$ cat src/rtl/board_render_ctrl.sv
// board_render_ctrl
// Sequences every pixel write into the single-port 160x120 VGA adapter for the
// Connect-4 board. Three requesters share the plotter through req/ack
// handshakes: a full-board redraw, a single-cell update and a cursor move.
// A redraw walks the 42 cells of the board store (index = row*7+col, row 0 at
// the bottom), draws each as a framed square, and finishes with the cursor strip.
//
// Ports
//   clk, rst              clock, asynchronous active-low reset
//   redraw_req_i/ack_o    full-board redraw request / one-cycle accept
//   cell_req_i/ack_o      single-cell update (cell_col_i, cell_row_i, cell_owner_i)
//   cur_req_i/ack_o       cursor move to cur_col_i
//   brd_addr_o/brd_data_i board store read port (data valid one cycle after addr)
//   vga_x_o/y_o/colour_o  pixel coordinate and colour, held while vga_plot_o=0
//   vga_plot_o            pixel write strobe
//   busy_o                operation in progress
//   done_o                one-cycle pulse at the end of every operation
//   cmd_err_o             one-cycle pulse with done_o for an out-of-range request
//
// Build option
//   ROUND_TOKEN_EN  when defined, the corners of non-empty cell interiors are
//                   painted background so tokens look round; timing unchanged.
module board_render_ctrl #(
    parameter int X0          = 24,
    parameter int Y0          = 20,
    parameter int CELL_LOG2   = 4,
    parameter int MARK_H      = 4,
    parameter int AUTO_REDRAW = 1
) (
    input  logic       clk,
    input  logic       rst,
    input  logic       redraw_req_i,
    output logic       redraw_ack_o,
    input  logic       cell_req_i,
    input  logic [2:0] cell_col_i,
    input  logic [2:0] cell_row_i,
    input  logic [1:0] cell_owner_i,
    output logic       cell_ack_o,
    input  logic       cur_req_i,
    input  logic [2:0] cur_col_i,
    output logic       cur_ack_o,
    output logic [5:0] brd_addr_o,
    input  logic [1:0] brd_data_i,
    output logic [7:0] vga_x_o,
    output logic [6:0] vga_y_o,
    output logic [2:0] vga_colour_o,
    output logic       vga_plot_o,
    output logic       busy_o,
    output logic       done_o,
    output logic       cmd_err_o
);

    localparam int SIDE       = 1 << CELL_LOG2;
    localparam int CW         = 2 * CELL_LOG2;
    localparam int CELL_LAST  = SIDE * SIDE - 1;
    localparam int STRIP_LAST = MARK_H * SIDE - 1;
    localparam int STRIP_Y    = Y0 - MARK_H - 2;
    localparam int NCELLS     = 42;

    typedef enum logic [2:0] {
        IDLE, RD_ADDR, RD_WAIT, FILL, CUR_ERASE, CUR_DRAW, FINISH
    } state_t;

    state_t          state_q;
    logic [CW-1:0]   cnt_q;       // pixel counter, px in the low bits
    logic [2:0]      col_q;       // column being drawn (cell or cursor strip)
    logic [2:0]      row_q;
    logic [1:0]      owner_q;
    logic [2:0]      cursor_q;
    logic            redraw_q;    // FILL belongs to a full redraw
    logic            err_q;
    logic [5:0]      brd_addr_q;
    logic [7:0]      vga_x_q;
    logic [6:0]      vga_y_q;
    logic [2:0]      vga_colour_q;
    logic            vga_plot_q, busy_q, done_q, cmd_err_q;
    logic            redraw_ack_q, cell_ack_q, cur_ack_q;

    logic [CELL_LOG2-1:0] px, py;
    logic [7:0]           pix_x_d;
    logic [6:0]           pix_y_d;
    logic [2:0]           pix_c_d;

    assign px = cnt_q[CELL_LOG2-1:0];
    assign py = cnt_q[CW-1:CELL_LOG2];

    function automatic logic [2:0] owner_colour(input logic [1:0] owner);
        case (owner)
            2'b00:   owner_colour = 3'b000;
            2'b01:   owner_colour = 3'b100;
            2'b10:   owner_colour = 3'b110;
            default: owner_colour = 3'b111;
        endcase
    endfunction

    function automatic logic on_border(input logic [CELL_LOG2-1:0] x, input logic [CELL_LOG2-1:0] y);
        on_border = (x == '0) || (x == '1) || (y == '0) || (y == '1);
    endfunction

`ifdef ROUND_TOKEN_EN
    // Distance-to-edge sum of an interior pixel; small sums are the four corners.
    function automatic logic in_corner(input logic [CELL_LOG2-1:0] x, input logic [CELL_LOG2-1:0] y);
        int dx, dy;
        dx = (int'(x) - 1 < SIDE - 2 - int'(x)) ? int'(x) - 1 : SIDE - 2 - int'(x);
        dy = (int'(y) - 1 < SIDE - 2 - int'(y)) ? int'(y) - 1 : SIDE - 2 - int'(y);
        in_corner = (dx + dy) < 3;
    endfunction
`endif

    // Pixel about to be plotted; row 0 is the bottom row of the board.
    always_comb begin
        pix_x_d = 8'(X0 + (int'(col_q) << CELL_LOG2) + int'(px));
        if (state_q == FILL) begin
            pix_y_d = 7'(Y0 + ((5 - int'(row_q)) << CELL_LOG2) + int'(py));
            if (on_border(px, py))
                pix_c_d = 3'b001;
`ifdef ROUND_TOKEN_EN
            else if (owner_q != 2'b00 && in_corner(px, py))
                pix_c_d = 3'b000;
`endif
            else
                pix_c_d = owner_colour(owner_q);
        end else begin
            pix_y_d = 7'(STRIP_Y + int'(py));
            pix_c_d = (state_q == CUR_DRAW) ? 3'b111 : 3'b000;
        end
    end

    always_ff @(posedge clk or negedge rst) begin
        if (!rst) begin
            state_q      <= (AUTO_REDRAW != 0) ? RD_ADDR : IDLE;
            redraw_q     <= (AUTO_REDRAW != 0);
            cnt_q        <= '0;
            col_q        <= '0;
            row_q        <= '0;
            owner_q      <= '0;
            cursor_q     <= '0;
            err_q        <= 1'b0;
            brd_addr_q   <= '0;
            vga_x_q      <= '0;
            vga_y_q      <= '0;
            vga_colour_q <= '0;
            vga_plot_q   <= 1'b0;
            busy_q       <= 1'b0;
            done_q       <= 1'b0;
            cmd_err_q    <= 1'b0;
            redraw_ack_q <= 1'b0;
            cell_ack_q   <= 1'b0;
            cur_ack_q    <= 1'b0;
        end else begin
            redraw_ack_q <= 1'b0;
            cell_ack_q   <= 1'b0;
            cur_ack_q    <= 1'b0;
            done_q       <= 1'b0;
            cmd_err_q    <= 1'b0;
            vga_plot_q   <= 1'b0;
            case (state_q)
                IDLE: begin
                    if (redraw_req_i) begin
                        redraw_ack_q <= 1'b1;
                        redraw_q     <= 1'b1;
                        brd_addr_q   <= '0;
                        col_q        <= '0;
                        row_q        <= '0;
                        state_q      <= RD_ADDR;
                    end else if (cell_req_i) begin
                        cell_ack_q <= 1'b1;
                        if (cell_col_i > 3'd6 || cell_row_i > 3'd5) begin
                            err_q   <= 1'b1;
                            state_q <= FINISH;
                        end else begin
                            col_q    <= cell_col_i;
                            row_q    <= cell_row_i;
                            owner_q  <= cell_owner_i;
                            redraw_q <= 1'b0;
                            cnt_q    <= '0;
                            state_q  <= FILL;
                        end
                    end else if (cur_req_i) begin
                        cur_ack_q <= 1'b1;
                        if (cur_col_i > 3'd6) begin
                            err_q   <= 1'b1;
                            state_q <= FINISH;
                        end else begin
                            // Erase uses the old column, draw the new one.
                            col_q    <= cursor_q;
                            cursor_q <= cur_col_i;
                            cnt_q    <= '0;
                            state_q  <= CUR_ERASE;
                        end
                    end
                end
                RD_ADDR: begin
                    busy_q  <= 1'b1;
                    state_q <= RD_WAIT;
                end
                RD_WAIT: begin
                    busy_q  <= 1'b1;
                    owner_q <= brd_data_i;
                    cnt_q   <= '0;
                    state_q <= FILL;
                end
                FILL: begin
                    busy_q       <= 1'b1;
                    vga_plot_q   <= 1'b1;
                    vga_x_q      <= pix_x_d;
                    vga_y_q      <= pix_y_d;
                    vga_colour_q <= pix_c_d;
                    cnt_q        <= cnt_q + 1'b1;
                    if (cnt_q == CW'(CELL_LAST)) begin
                        if (!redraw_q) begin
                            state_q <= FINISH;
                        end else if (brd_addr_q == 6'(NCELLS - 1)) begin
                            col_q   <= cursor_q;
                            cnt_q   <= '0;
                            state_q <= CUR_DRAW;
                        end else begin
                            brd_addr_q <= brd_addr_q + 1'b1;
                            if (col_q == 3'd6) begin
                                col_q <= '0;
                                row_q <= row_q + 1'b1;
                            end else begin
                                col_q <= col_q + 1'b1;
                            end
                            state_q <= RD_ADDR;
                        end
                    end
                end
                CUR_ERASE, CUR_DRAW: begin
                    busy_q       <= 1'b1;
                    vga_plot_q   <= 1'b1;
                    vga_x_q      <= pix_x_d;
                    vga_y_q      <= pix_y_d;
                    vga_colour_q <= pix_c_d;
                    cnt_q        <= cnt_q + 1'b1;
                    if (cnt_q == CW'(STRIP_LAST)) begin
                        cnt_q <= '0;
                        if (state_q == CUR_ERASE) begin
                            col_q   <= cursor_q;
                            state_q <= CUR_DRAW;
                        end else begin
                            state_q <= FINISH;
                        end
                    end
                end
                FINISH: begin
                    done_q    <= 1'b1;
                    cmd_err_q <= err_q;
                    err_q     <= 1'b0;
                    busy_q    <= 1'b0;
                    state_q   <= IDLE;
                end
                default: state_q <= IDLE;
            endcase
        end
    end

    assign redraw_ack_o = redraw_ack_q;
    assign cell_ack_o   = cell_ack_q;
    assign cur_ack_o    = cur_ack_q;
    assign brd_addr_o   = brd_addr_q;
    assign vga_x_o      = vga_x_q;
    assign vga_y_o      = vga_y_q;
    assign vga_colour_o = vga_colour_q;
    assign vga_plot_o   = vga_plot_q;
    assign busy_o       = busy_q;
    assign done_o       = done_q;
    assign cmd_err_o    = cmd_err_q;

endmodule
$ cat config.mk
export PLATFORM = sky130hd
export DESIGN_NAME = board_render_ctrl
export DESIGN_NICKNAME = d
export VERILOG_FILES = /design/src/rtl/board_render_ctrl.sv
export SDC_FILE = /design/constraint.sdc
export NUM_CORES = 1
export LEC_CHECK = 0
export CAP_MARGIN = 10
export CELL_PAD_IN_SITES_DETAIL_PLACEMENT = 0
export CELL_PAD_IN_SITES_GLOBAL_PLACEMENT = 1
export CORE_ASPECT_RATIO = 0.9
export CORE_UTILIZATION = 37
export CTS_CLUSTER_DIAMETER = 100
export CTS_CLUSTER_SIZE = 8
export DETAILED_ROUTE_END_ITERATION = 8
export PLACE_DENSITY_LB_ADDON = 0.2
export SYNTH_ARGS = -nofsm -noshare
export SYNTH_HDL_FRONTEND = slang
export SYNTH_SLANG_ARGS = --single-unit
$ cat constraint.sdc
create_clock -name clk -period 2 [get_ports clk]
set_input_delay 0.4 -clock clk [delete_from_list [all_inputs] [get_ports clk]]
set_output_delay 0.4 -clock clk [all_outputs]
set_load 0.02 [all_outputs]
Word level (Yosys, flattened, before mapping)
Cells that the tools add are included.
{"block": "op_classes", "n_addsub": 10, "bitwise": 3, "eq_ne": 35, "magnitude_cmp": 3, "reduce_logical": 27, "n_mux": 77}
{"op": "$mux W3", "count": 29}
{"op": "$mux W8", "count": 9}
{"op": "$pmux W8 S4", "count": 1}
{"op": "$mux W6", "count": 4}
{"op": "$ne A3 B3 Y1 const B", "count": 7}
{"op": "$mux W1", "count": 20}
{"op": "$reduce_and A5 Y1", "count": 4}
{"op": "$ne A2 B2 Y1 const B", "count": 9}
{"op": "$pmux W3 S3", "count": 2}
{"op": "$pmux W3 S5", "count": 1}
{"op": "$eq A3 B3 Y1 const B", "count": 4}
{"op": "$ne A4 B4 Y1 const B", "count": 3}
{"op": "$pmux W6 S2", "count": 1}
{"op": "$mux W2", "count": 5}
{"op": "$reduce_bool A2 Y1", "count": 5}
{"op": "$gt A3 B3 Y1 const B", "count": 3}
{"op": "$add A5 B7 Y8 const A", "count": 1}
{"op": "$add A8 B1 Y8 const B", "count": 1}
{"op": "$add A8 B4 Y8", "count": 1}
{"op": "$eq A4 B4 Y1 const B", "count": 2}
{"op": "$eq A8 B6 Y1 const B", "count": 1}
{"op": "$eq A8 B8 Y1 const B", "count": 1}
{"op": "$logic_not A4 Y1", "count": 2}
{"op": "$reduce_and A8 Y1", "count": 1}
{"op": "28 further kinds", "count": 38}
{"block": "totals", "wordCells": 174, "register_bits": 55, "output_inout_bits": 31}

Depth between registers and ports, before layout
Gate-level depths: netlist of run 1.
{"block": "logic_depth", "word_depth": 6, "ltp_mapped": 8, "mapped_depth_nobuf": 7}

Worst setup path before layout of run 1
Ideal clock, no wire load.
{"block": "synth_path", "path_type": "reg2reg", "from": "register state_q[1]", "to": "register col_q[1]", "t_required_ns": 1.872, "t_arrival_ns": 1.848, "stages_incl_launch_ff": 7, "path_buffers": 1, "setup_ns": 0.128, "slack_ns": 0.025, "cell_sequence": "dfrtp_1 -> or3_1 -> buf_2 -> or3_1 -> o211ai_2 -> a311o_2 -> mux2_1"}
{"block": "synth_between", "elab_chain_cells": 4}
{"item": "start, declared", "line_no": "64", "text": "state_t state_q;"}
{"item": "start signal, assigned", "line_no": "131", "text": "state_q <= (AUTO_REDRAW != 0) ? RD_ADDR : IDLE;"}
{"item": "$eq A3 B3 Y1, on equally long branches", "line_no": "157, 238"}
{"item": "$reduce_or A2 Y1"}
{"item": "$ne A2 B2 Y1 (no line) / $reduce_bool A3 Y1 (equally long branches)"}
{"item": "$reduce_and A8 Y1 (no line)"}
{"item": "end signal, assigned", "line_no": "172", "text": "col_q <= cell_col_i;"}
{"item": "end signal, assigned", "line_no": "186", "text": "col_q <= cursor_q;"}
{"item": "end signal, assigned", "line_no": "214", "text": "col_q <= cursor_q;"}
{"item": "end, declared", "line_no": "66", "text": "logic [2:0] col_q;"}
Parallel ways exist; a longest one is shown, timed or not.
A chain may end at the register's enable or synchronous reset.

Final worst setup path of run 1
{"block": "layout_path", "from": "register cnt_q[6]", "to": "register cnt_q[3]"}
{"block": "layout_between", "elab_chain_cells": 3}
{"item": "start, declared", "line_no": "65", "text": "logic [CW-1:0] cnt_q;"}
{"item": "start signal, assigned", "line_no": "209", "text": "cnt_q <= cnt_q + 1'b1;"}
{"item": "start signal, assigned", "line_no": "235", "text": "cnt_q <= cnt_q + 1'b1;"}
{"item": "$eq A8 B6 Y1 / $eq A8 B8 Y1 (equally long branches)", "line_no": "236, 210"}
{"item": "$mux W8, on equally long branches", "line_no": "236, 210"}
{"item": "$pmux W8 S4 *", "line_no": "157", "text": "case (state_q)"}
Mark *: on every way between the ends. The rest lies on a longest branch, timed or not.

==> impl_metrics.toml, run 1 <==
[synth]
yosys.area_share.simple_pct = 17.9
synth_top_cells_by_area = "dfrtp_1 43%, ha_1 4.4%, a21oi_1 4.2%, o21ai_0 4.2%, nor2_1 4.0%"
synth_adder_area_share_pct = 4.44
syn_nets = 373
synth_commonest_cells = "53 x dfrtp_1, 33 x nor2_1, 31 x nand2_1"
post_synth_num_cell_types = 57
complex_gate_fraction_of_the_synthesized_area_pct = 23.0
yosysMostFrequentCell = "dfrtp_1"
synth_enable_flop_cells = 0
synth_area_leader_cell = "dfrtp_1"
ys_dominant_reg_cell = "dfrtp_1"
synth_top_family_by_area = "compound AO/OA/AOI/OAI gates"
postSynthAreaPerCell_um2 = 9.01
synth_largest_type_area_fraction_pct = 42.8
synthArstFlopShare_pct = 100
yosysSeqAreaShare_pct = 44.5
post_synth_xor_area_fraction_pct = 3.39
ys_warn_count = 0
synthCells = 344
syn_area_um2 = 3100
ff_latch_count_synth = 55
synth.area.mux_share_pct = 2.06

[clocking]
clock_pin_transition_on_the_worst_setup_and_hold_timing_paths_ps = 110
htree_levels = 2
clk-insertion-delay-late_ps = 330
cts_buffers = 5
root_buffer = "clkbuf_8"
cts_sinks = 55
clock_tree_from_tritoncts = "built"
max-clock-path-buffers = 2

[timing]
grt_setup_unrepaired = "false"
timing.final.hold_violations = 0
timing.max_slew.rel_slack_pct = 78.3
min_period_over_period_pct = 97.0
final.min_clock_period_ps = 1940
max_slew.worst_pin.slew_ps = 322
timing.fmax_mhz = 516
clock_skew_ps = 11.0
maxSlewViolCount = 0
setup-violations-final = 0

[floorplan]
rows = 31
core_region_area_um2 = 8070
io-pin-count = 49
chipWidth_um = 98.5
die_area_um2 = 8740
starting_density_pct = 38.4
dieHeight_um = 88.8

[final_layout]
fill_count = 764
insertedDiodeCount = 0
utilization_pct = 52.2
syn2layout_area_growth_pct = 36.1
final_nets = 470
post_route_cells_drive_above_1_share_pct = 20.4
instances_no_fill = 541

[drt]
first_pass_drt_iterations = 8
drc = 1
dr.first_iter.drc_count = 107
final_antenna_net_count = 0
avgRoutedWirePerCell_um = 15.0
vias_per_cell = 5.24
total_via_count_after_detailed_routing = 2834
drt-total-wl_mm = 8.09

[critical_path]
critical_path_class = "reg -> reg"
setup.reg_to_reg.worst_slack_ps = 60
critPathMaxFanout = 4
timing.critical_path.from_type = "flip-flop"
cp-startpoint = "cnt_q[6]"
endpoint_kind = "flip-flop"
cp_data_required_time_ps = 2210
timing.rr.start = "cnt_q[6]"
cp_data_arrival_time_ps = 2150

[placed_design]
detailed_place_hpwl_mm = 6.09
routabilityCongestion = 0.814
dp.cells = 530
portBuffers = 48

[grt]
grt_max_degree = 56
grt_first_pass_wirelength_mm = 13.8
grt_overflow_total = 0
antenna_found_initial = 0
overall_fraction_of_global_route_tracks_in_use_pct = 20.3
via_count_of_the_first_global_routing_pass = 2842

[status]
status = "complete, but fails checks"
failed_checks = "design-rule violations"

[power]
power.density_nw_per_um2 = 1330
irDropWorstVdd_uv = 440
leakage_nw = 1.94

[min_path]
hold_path_class = "in -> async"

[run]
max_cap_violations = 0
[placed cells by master (no fill, tap or decap), drive strengths merged, types with 3 or more instances in the layout]
| master | instances |
|---|---|
| a211oi | 4 |
| dfrtp | 53 |
| nand4 | 6 |
| buf | 62 |
| nand3 | 13 |
| and2 | 3 |
| nand2b | 5 |
| nor3 | 5 |
| a221o | 3 |
| a2bb2oi | 3 |
| a21o | 4 |
| xnor2 | 4 |
| a21oi | 26 |
| a31oi | 5 |
| o22a | 5 |
| ha | 11 |
| nor2 | 33 |
| inv | 17 |
| mux2i | 3 |
| nand2 | 31 |
| and3 | 9 |
| clkdlybuf4s50 | 46 |
| xor2 | 8 |
| o21ai | 28 |
| mux2 | 3 |
| o22ai | 5 |
| clkbuf | 5 |
| nor2b | 3 |
| o211ai | 3 |
[per-stage QoR]
stage / cell area (um2) / total power, mW / hold slack [ps] / setup slack, ps / TNS (ps)
floorplan: 3100 / 3.61 / 104 / 24.6 / 0
global route: 4220 / 6.08 / 87.7 / 4.62 / 0
detailed placement: 4070 / 4.89 / 428 / -183 / -1570
CTS: 4150 / 5.56 / 65.8 / 13.2 / 0
global placement: 4070 / 4.86 / 427 / -140 / -1280
finish: 4220 / 5.61 / 62.5 / 60.3 / 0
[logic make-up (layout without fill, tap and decap cells)]
| group | Yosys count | after routing |
|---|---|---|
| flip-flops | 55 | 55 |
| buffers and inverters | 36 | 134 |
| multiplexers | 6 | 6 |
| AO/OA/AOI/OAI | 108 | 108 |
| AND/OR/NAND/NOR | 116 | 116 |
| adder cells (fa/ha/maj) | 11 | 11 |
| XOR/XNOR | 12 | 12 |
[repair_timing]
item	4_1_cts	5_1_grt
hold buffers	0	0
resized for setup	0	12
setup buffers	0	3
endpoints found under the setup margin	0	8
hold endpoints to repair	0	0
[flip-flops by register name (all words and copies together), names as in the netlist, 3 cells and up]
signal	count
cursor_q	3
vga_y_o	7
cnt_q	8
vga_colour_o	3
col_q	3
row_q	3
brd_addr_o	6
vga_x_o	8
state_q	3
[final timing paths]
| path | endpoint | cells after the start |
|---|---|---|
| worst min register to register | vga_y_o[0] | 2 |
| worst max register to register | cnt_q[3] | 7 |
| max in group asynchronous | state_q[0] | 2 |
| worst min-delay path | vga_y_o[6] | 2 |
| min in group clk | vga_y_o[0] | 2 |
| worst max-delay path | cnt_q[3] | 7 |
[worst max-delay path, cell delays in order (launching register included)]
cell     delay, ps
dfrtp_1        400
ha_1           210
nand4_1        160
buf_4          170
nor3_2         160
a21oi_2        110
or2_2          310
a221o_1        310
[metal layers]
metal | vias to the layer above | global-route usage (%) | wire length, um | part of all wire, %
met3 | 8 | 3.00 | 224 | 2.8
met5 | - | 0 | 0 | 0
li1 | 1426 | - | - | -
met4 | 0 | 5.56 | 81 | 1.0
met2 | 48 | 33.4 | 3720 | 46
met1 | 1352 | 28.2 | 4060 | 50
[final cells by class]
type	count	area, um2	share of cell area (%)
multi-input combinational	253	1610	38.1
sequential	55	1380	32.7
timing repair buffer	109	952	22.6
tap	99	124	2.94
clock buffer	5	68.8	1.63
inverter	17	63.8	1.51
clock inverter	3	20.0	0.475
[power by group]
part           internal (mW)  switching [mW]
logic                   1.50            1.59
clock network          0.245           0.400
registers               1.53           0.353
No activity file was read; power rests on OpenSTA's default activity.
==> inputs of run 2 (changes only) <==
--- a/config.mk
+++ b/config.mk
@@ -5,6 +5,7 @@
 export SDC_FILE = /design/constraint.sdc
 export NUM_CORES = 1
 export LEC_CHECK = 0
+export ABC_AREA = 0
 export CAP_MARGIN = 10
 export CELL_PAD_IN_SITES_DETAIL_PLACEMENT = 0
 export CELL_PAD_IN_SITES_GLOBAL_PLACEMENT = 1
==> results of run 2 <==
Same layout as run 1: the final DEF is identical, and so are final timing and power.
